File: config.mk
export PLATFORM = sky130hd
export DESIGN_NAME = hilo_muldiv_unit
export DESIGN_NICKNAME = d
export VERILOG_FILES = /design/src/rtl/muldiv_pkg.sv /design/src/rtl/div_iter.sv /design/src/rtl/hilo_muldiv_unit.sv
export SDC_FILE = /design/constraint.sdc
export NUM_CORES = 2
export LEC_CHECK = 0
export ABC_AREA = 1
export CAP_MARGIN = 20
export CORE_MARGIN = 1.5
export CORE_UTILIZATION = 45
export DETAILED_ROUTE_END_ITERATION = 8
export SLEW_MARGIN = 0
export SYNTH_ARGS = -nofsm -noshare
export SYNTH_HDL_FRONTEND = slang
export SYNTH_SLANG_ARGS = --single-unit
File: constraint.sdc
create_clock -name clk -period 10.3 [get_ports clk]
set_input_delay 1.545 -clock clk [delete_from_list [all_inputs] [get_ports clk]]
set_output_delay 1.545 -clock clk [all_outputs]
set_load 0.02 [all_outputs]
File: src/rtl/muldiv_pkg.sv
// muldiv_pkg: shared types and constants for the HI/LO multiply/divide unit
package muldiv_pkg;
    typedef enum logic [2:0] {
        OP_NONE  = 3'd0,
        OP_MULT  = 3'd1,
        OP_MULTU = 3'd2,
        OP_DIV   = 3'd3,
        OP_DIVU  = 3'd4,
        OP_MTHI  = 3'd5,
        OP_MTLO  = 3'd6
    } muldiv_op_t;
    typedef enum logic [1:0] {
        S_IDLE,
        S_MUL,
        S_DIV,
        S_FIX
    } state_t;
    localparam int DIV_ITERS = 32;
    localparam logic [5:0] DIV_LAST = 6'(DIV_ITERS - 1);
    localparam logic [31:0] DIV_ZERO_LO = 32'hFFFF_FFFF;
endpackage

File: src/rtl/div_iter.sv
// div_iter: radix-2 restoring divider datapath, one quotient bit per step
module div_iter (
    input  logic        clk,
    input  logic        load,
    input  logic        step,
    input  logic [31:0] dividend,
    input  logic [31:0] divisor,
    output logic [31:0] quotient,
    output logic [31:0] remainder
);
    logic [31:0] dvs;
    logic [32:0] sh;
    logic        ge;
    assign sh = {remainder, quotient[31]};
    assign ge = sh >= {1'b0, dvs};
    // load operands, then shift in one quotient bit per step, restoring on a failed subtract
    always_ff @(posedge clk) begin
        if (load) begin
            quotient  <= dividend;
            remainder <= '0;
            dvs       <= divisor;
        end else if (step) begin
            quotient  <= {quotient[30:0], ge};
            remainder <= ge ? sh[31:0] - dvs : sh[31:0];
        end
    end
endmodule

File: src/rtl/hilo_muldiv_unit.sv
// hilo_muldiv_unit: HI/LO owner with multi-cycle multiply and iterative divide; HILO_FWD_EN adds same-cycle HI/LO bypass
module hilo_muldiv_unit
    import muldiv_pkg::*;
#(
    parameter int MUL_STAGES = 2
) (
    input  logic        clk,
    input  logic        rst,
    input  logic        valid_i,
    input  muldiv_op_t  op_i,
    input  logic [31:0] reg1_i,
    input  logic [31:0] reg2_i,
    input  logic        cancel_i,
    output logic        ready_o,
    output logic [31:0] hi_o,
    output logic [31:0] lo_o,
    output logic        done_o
);
    localparam logic [5:0] MUL_LAST = 6'(MUL_STAGES - 1);
    state_t      state, state_nxt;
    logic [5:0]  cnt;
    logic [31:0] hi_q, lo_q, hi_nxt, lo_nxt;
    logic [31:0] mul_a, mul_b, div_raw, a_mag, b_mag, quo, rem, q_fix, r_fix;
    logic [63:0] ext_a, ext_b, prod;
    logic        mul_sgn, q_neg, r_neg, div_zero;
    logic        accept, is_mul, is_div, wr_hi, wr_lo, wr_res;
    assign ready_o = state == S_IDLE;
    assign accept  = valid_i && ready_o && !cancel_i && op_i != OP_NONE;
    assign is_mul  = op_i == OP_MULT || op_i == OP_MULTU;
    assign is_div  = op_i == OP_DIV || op_i == OP_DIVU;
    assign a_mag   = (op_i == OP_DIV && reg1_i[31]) ? -reg1_i : reg1_i;
    assign b_mag   = (op_i == OP_DIV && reg2_i[31]) ? -reg2_i : reg2_i;
    assign ext_a   = {{32{mul_sgn & mul_a[31]}}, mul_a};
    assign ext_b   = {{32{mul_sgn & mul_b[31]}}, mul_b};
    assign prod    = ext_a * ext_b;
    assign q_fix   = q_neg ? -quo : quo;
    assign r_fix   = r_neg ? -rem : rem;
    div_iter u_div (
        .clk       (clk),
        .load      (accept && is_div),
        .step      (state == S_DIV),
        .dividend  (a_mag),
        .divisor   (b_mag),
        .quotient  (quo),
        .remainder (rem)
    );
    // state register and per-operation step counter
    always_ff @(posedge clk) begin
        if (rst) begin
            state <= S_IDLE;
            cnt   <= '0;
        end else begin
            state <= state_nxt;
            cnt   <= (state_nxt != state) ? 6'd0 : cnt + 6'd1;
        end
    end
    // next state and HI/LO write decisions; cancel wins over any completion
    always_comb begin
        state_nxt = state;
        wr_hi     = 1'b0;
        wr_lo     = 1'b0;
        wr_res    = 1'b0;
        hi_nxt    = reg1_i;
        lo_nxt    = reg1_i;
        case (state)
            S_IDLE: begin
                wr_hi     = accept && op_i == OP_MTHI;
                wr_lo     = accept && op_i == OP_MTLO;
                state_nxt = !accept ? S_IDLE : is_mul ? S_MUL : is_div ? S_DIV : S_IDLE;
            end
            S_MUL: begin
                wr_res    = cnt == MUL_LAST;
                state_nxt = wr_res ? S_IDLE : S_MUL;
                hi_nxt    = prod[63:32];
                lo_nxt    = prod[31:0];
            end
            S_DIV: state_nxt = (div_zero || cnt == DIV_LAST) ? S_FIX : S_DIV;
            S_FIX: begin
                wr_res    = 1'b1;
                state_nxt = S_IDLE;
                hi_nxt    = div_zero ? div_raw : r_fix;
                lo_nxt    = div_zero ? DIV_ZERO_LO : q_fix;
            end
            default: state_nxt = S_IDLE;
        endcase
        if (cancel_i) state_nxt = S_IDLE;
        wr_res = wr_res && !cancel_i;
        wr_hi  = wr_hi || wr_res;
        wr_lo  = wr_lo || wr_res;
    end
    // capture operands and result sign information on accept
    always_ff @(posedge clk) begin
        if (accept) begin
            mul_a    <= reg1_i;
            mul_b    <= reg2_i;
            mul_sgn  <= op_i == OP_MULT;
            div_raw  <= reg1_i;
            div_zero <= reg2_i == 32'd0;
            q_neg    <= op_i == OP_DIV && (reg1_i[31] ^ reg2_i[31]);
            r_neg    <= op_i == OP_DIV && reg1_i[31];
        end
    end
    // architectural HI/LO and completion pulse
    always_ff @(posedge clk) begin
        if (rst) begin
            hi_q   <= '0;
            lo_q   <= '0;
            done_o <= 1'b0;
        end else begin
            if (wr_hi) hi_q <= hi_nxt;
            if (wr_lo) lo_q <= lo_nxt;
            done_o <= wr_res;
        end
    end
`ifdef HILO_FWD_EN
    assign hi_o = wr_hi ? hi_nxt : hi_q;
    assign lo_o = wr_lo ? lo_nxt : lo_q;
`else
    assign hi_o = hi_q;
    assign lo_o = lo_q;
`endif
endmodule

Word-level counts from Yosys, hierarchy flattened
Cells that the tools add are included.

Logic and storage cells: 79. Input port bits: 71. Flip-flop bits (word level): 237. Output and inout bits: 66.

$mul: 1. Add/subtract/negate cells: 6. Equality and inequality tests: 12. Bitwise operators: 3. Order comparisons: 1. Reduce and logical (&&, ||, !) cells: 21. Mux-type cells: 21.

Operators by type and width (count): 32-bit 2-to-1 mux (9); 32-bit negation (4); 32-bit case mux with 2 select lines (2); 33-bit by 33-bit multiplier with 64-bit output (1); 33-bit by 32-bit greater-or-equal comparator with 1-bit output (1); 32-bit logical NOT (1); 32-bit subtractor (1); 1-bit logical AND (10); 3-bit equality test (second input constant) (3); 2-bit 2-to-1 mux (4); 2-bit case mux with 4 select lines (1); 6-bit by 1-bit adder with 6-bit output (second input constant) (1); 3-bit by 2-bit equality test with 1-bit output (second input constant) (2); 6-bit by 1-bit equality test with 1-bit output (second input constant) (1); 6-bit by 5-bit equality test with 1-bit output (second input constant) (1); 1-bit logical OR (5); 2-bit equality test (second input constant) (2); 1-bit 2-to-1 mux (4); 3-bit by 1-bit equality test with 1-bit output (second input constant) (1); 3-bit nonzero test (1); 1-bit bitwise AND (2); 2-bit by 1-bit equality test with 1-bit output (second input constant) (1); 2-bit logical NOT (1); 2-bit inequality test (1); 5 further kinds (5).

Longest topological paths before layout
Word-level depth: 9. Gate-level depth with buffers: 35. Depth with buffers taken out: 33.

Hierarchy
Synthesis repeated with hierarchy kept, for this count alone.

Cell total of the unflattened synthesis: 7379. Area, all modules: 56031.2 sq um.

By module, submodules not included: hilo_muldiv_unit (times used 1, cells each 6419, seq. area each 3503.4 sq um, area each 49457.4 sq um); div_iter (times used 1, cells each 960, seq. area each 2562.5 sq um, area each 6573.8 sq um).

Worst setup path before layout
Ideal clock, no wire load.

Kind: flip-flop to flip-flop. Start point: register, netlist name div_raw[31]. End point: register hi_q[20], in the netlist hi_o[20]. Path slack: 2.790 ns. Setup time: 0.122 ns. Required time: 10.178 ns. Data arrival time: 7.388 ns. Clock period less this slack: 7.510 ns. Cell stages (with the launch flop): 31. Buffers on the path: 2. Cells stage by stage: edfxtp_1 -> buf_2 -> nand2_1 -> inv_1 -> buf_1 -> nand2_1 -> inv_1 -> fa_1 -> inv_1 -> fa_1 -> inv_1 -> fa_1 -> fa_1 -> inv_1 -> fa_1 -> inv_1 -> fa_1 -> inv_1 -> fa_1 -> fa_1 -> inv_1 -> ha_1 -> nand2_1 -> nor2_1 -> inv_1 -> nor4_1 -> o21ai_0 -> nand3_1 -> nand2_1 -> nand3_1 -> a21oi_1.

RTL lines: end signal, assigned (line hilo_muldiv_unit.sv:110) `if (wr_hi) hi_q <= hi_nxt;`; end, declared (line hilo_muldiv_unit.sv:22) `logic [31:0] hi_q, lo_q, hi_nxt, lo_nxt;`.

Final worst setup path
Start point: register mul_sgn. End point: register hi_q[22], in the netlist hi_o[22].

Longest elaborated chain between the ends: 3. Elaborated cells between the ends (all ways): 4. Those cells by class: mul: 1; mux: 1; bitwise: 2.

RTL lines: start, declared (line hilo_muldiv_unit.sv:25) `logic mul_sgn, q_neg, r_neg, div_zero;`; start signal, assigned (line hilo_muldiv_unit.sv:96) `mul_sgn <= op_i == OP_MULT;`; 1-bit bitwise AND (on tied branches) (line hilo_muldiv_unit.sv:33, hilo_muldiv_unit.sv:34); 33-bit by 33-bit multiplier with 64-bit output (*) (line hilo_muldiv_unit.sv:35) `assign prod = ext_a * ext_b;`; 32-bit case mux with 2 select lines (*) (line hilo_muldiv_unit.sv:65) `case (state)`.

Every way passes the cells marked *; elsewhere a longest branch is shown, timed or not. A chain may end at the register's enable or synchronous reset.

==> impl_metrics.tcl <==
set metrics [dict create \
    critPathLaunchType "flop" \
    tns_ns 0 \
    yosys_warnings 0 \
    rsz0062_at_grt "no" \
    arrival_ns 9.10 \
    ys_seq_elements 237 \
    cp.buffers_inverters 8 \
    routabilityCongestion 0.9932 \
    status "finished, final reports clean" \
    cp.depth 27 \
    yosysMostFrequentCell "inv_1" \
    io_buffers 136 \
    hold_end "cnt[0]$_SDFF_PP0_" \
    syn_nets 8675 \
    final_layout_size_suffix_gt1_share_pct 3.285 \
    rrSetupSlack_ns 1.70 \
    instances_no_fill 8840 \
    cp.required_ns 10.80 \
    r2r_end "hi_o[22]$_SDFFE_PP0P_" \
    setup.worst_path.end_class "flop" \
    cts.repair.resized 0 \
    die_w_um 352.9 \
    max_slew.worst_pin.slew_ns 1.147 \
    fin_nets 8637 \
    dp_hpwl_um 155600 \
    min_from "cnt[0]$_SDFF_PP0_" \
    fmax_mhz 116.3 \
    synth_common_cells "inv_1 (1894), nand2_1 (1819), fa_1 (1126)" \
    overflow 0 \
    syn_inst 7228 \
    ys_seq_area_share_pct 11.01 \
    grt_max_degree 71 \
    period_needed_ns 8.597 \
    drv_slew 0 \
    drt_pass1_iterations 6 \
    grt_pass1_vias 47590 \
    grt_pass1_wl_um 286000 \
    row_count 128 \
    synth_xor_area_share_pct 1.463 \
    fp.dieH_um 352.9 \
    drcViolationCount 0 \
    cts_max_level 1 \
    io_pins 137 \
    rr_worst_depth 27 \
    grt.total_usage_pct 30.08 \
    synth_area_mm2 0.05509 \
    cts_setup_buffers 0 \
    synth_edf_count 132 \
    clock_skew_ns 0.02446 \
    syn_avg_cell_area_um2 7.621 \
    path_class "reg2reg" \
    start_util_pct 45.32 \
    core_mm2 0.1216 \
    async_reset_ff_share_pct 0 \
    synth-compound-area-share_pct 5.969 \
    synth_top_family_by_area "adder cells" \
    cts_sinks 237 \
    synthMuxAreaShare_pct 0 \
    avgRoutedWirePerCell_um 20.82 \
    maxCapViolCount 0 \
    via_per_inst 5.251 \
    crit_family "adder cells" \
    cts_buffers 30 \
    synth_ff_type "edfxtp_1" \
    cts_tree "yes" \
    max_stage_delay_ns 0.90 \
    syn2layout_area_growth_pct 7.571 \
    antenna_found_initial 6 \
    initialDrtViolationCount 4156 \
    dp.cells 8782 \
    ant_nets 0 \
    synth_area_leaders "fa_1 (41%), inv_1 (13%), nand2_1 (12%)" \
    relSlewSlack_pct 23.55 \
    vias 46420 \
    whs_path_depth 1 \
    synthAdderAreaFrac_pct 46.60 \
    insertion_delay_ns 0.59 \
    synth_top_area_share_pct 40.92 \
    hold_viol_final 0 \
    cts-hold-fix-buffers 0 \
    setup_viol 0 \
    root_buffer "clkbuf_16" \
    cpMaxStageDelayCell "fa_1" \
    ys_types 51 \
    path_clk_slew_ns 0.06 \
    synth-simple-area-share_pct 19.54 \
    hold_class "reg2reg" \
    min_period_over_period_pct 83.46 \
    synth_top_area_cell "fa_1" \
    cts_buffer_depth 3 \
    rr_startpoint "mul_sgn$_DFFE_PP_" \
    die-area_mm2 0.1245 \
    path_max_fanout 14 \
    totalWireLength_um 184000 \
]
layout by cell type, fill, tap and decap left out, types with 9 or more instances in the layout:
master / count
o21bai_1: 23
inv_2: 12
o21ai_0: 242
fa_1: 1126
nor2_1: 407
xor2_1: 61
nand2_1: 1818
xnor2_1: 31
nand3_1: 292
clkbuf_16: 32
nor4_1: 10
nand3b_1: 9
o21ai_1: 34
buf_4: 128
o211ai_1: 16
nand4_1: 55
ha_1: 250
edfxtp_1: 132
nor2_2: 10
a31oi_1: 15
clkdlybuf4s50_1: 136
or2_2: 17
nor3_1: 33
a21oi_1: 239
dfxtp_1: 105
inv_1: 1893
sequential cells by signal (all words and copies together) (netlist names):
name             count
div_raw             32
mul_sgn              1
hi_o                32
lo_o                32
q_neg                1
r_neg                1
u_div.dvs           32
u_div.remainder     32
done_o               1
u_div.quotient      32
state                2
div_zero             1
cnt                  6
mul_b               32
how the worst max path moves through the flow:
stage                                     start                     to  slack [ns]
final                         mul_sgn$_DFFE_PP_  hi_o[22]$_SDFFE_PP0P_        1.70
after global routing          mul_sgn$_DFFE_PP_  hi_o[25]$_SDFFE_PP0P_        1.10
after CTS                     mul_sgn$_DFFE_PP_  hi_o[19]$_SDFFE_PP0P_        1.71
after detailed placement      mul_sgn$_DFFE_PP_  hi_o[19]$_SDFFE_PP0P_        1.76
after global placement        mul_sgn$_DFFE_PP_  hi_o[31]$_SDFFE_PP0P_        1.89
after floorplan           div_raw[31]$_DFFE_PP_  hi_o[20]$_SDFFE_PP0P_        2.79
worst reg2reg max path, delay by kind of cell, from the launching register on:
family,cells,cell delay (ns)
compound gates,5,1.10
fa+ha+maj,9,4.73
buf+inv,8,1.69
flops,1,0.37
simple gates,5,0.62
layer usage:
metal  part of all wire, %  track usage [%]  routed length [µm]
met1                    44            43.36               80320
met2                    46            48.16               84540
met3                   7.6            3.571               14060
met4                   2.8            7.802                5090
met5                0.0065                0                  12
metrics by stage:
stage                     setup slack (ns)  hold WS [ns]  util (%)  instance area (µm²)
after floorplan                      2.790        0.4334         -                55090
after global placement               1.886        0.4499     47.85                58160
after detailed placement             1.757        0.4696     47.85                58160
after CTS                            1.713        0.4813     48.72                59230
after global routing                 1.100        0.5144     48.75                59250
final                                1.704        0.4710     48.75                59260
cells by family after synthesis:
group	after synthesis
AO/OA/AOI/OAI	610
XOR/XNOR	92
adder cells (fa/ha/maj)	1376
buffers and inverters	2245
flip-flops	237
AND/OR/NAND/NOR	2668
area by class of cell:
type,instances,area [µm²]
timing repair buffer,267,2387
antenna,1,2.502
clock buffer,38,832.0
inverter,1908,7162
fill,12160,62300
tap,1625,2033
sequential,237,6066
multi-input combinational,4746,40540
clock inverter,18,234.0
Power is left out: the tool's default activity adds up to more than one toggle a clock period on the data nets, which glitch-free logic cannot reach.
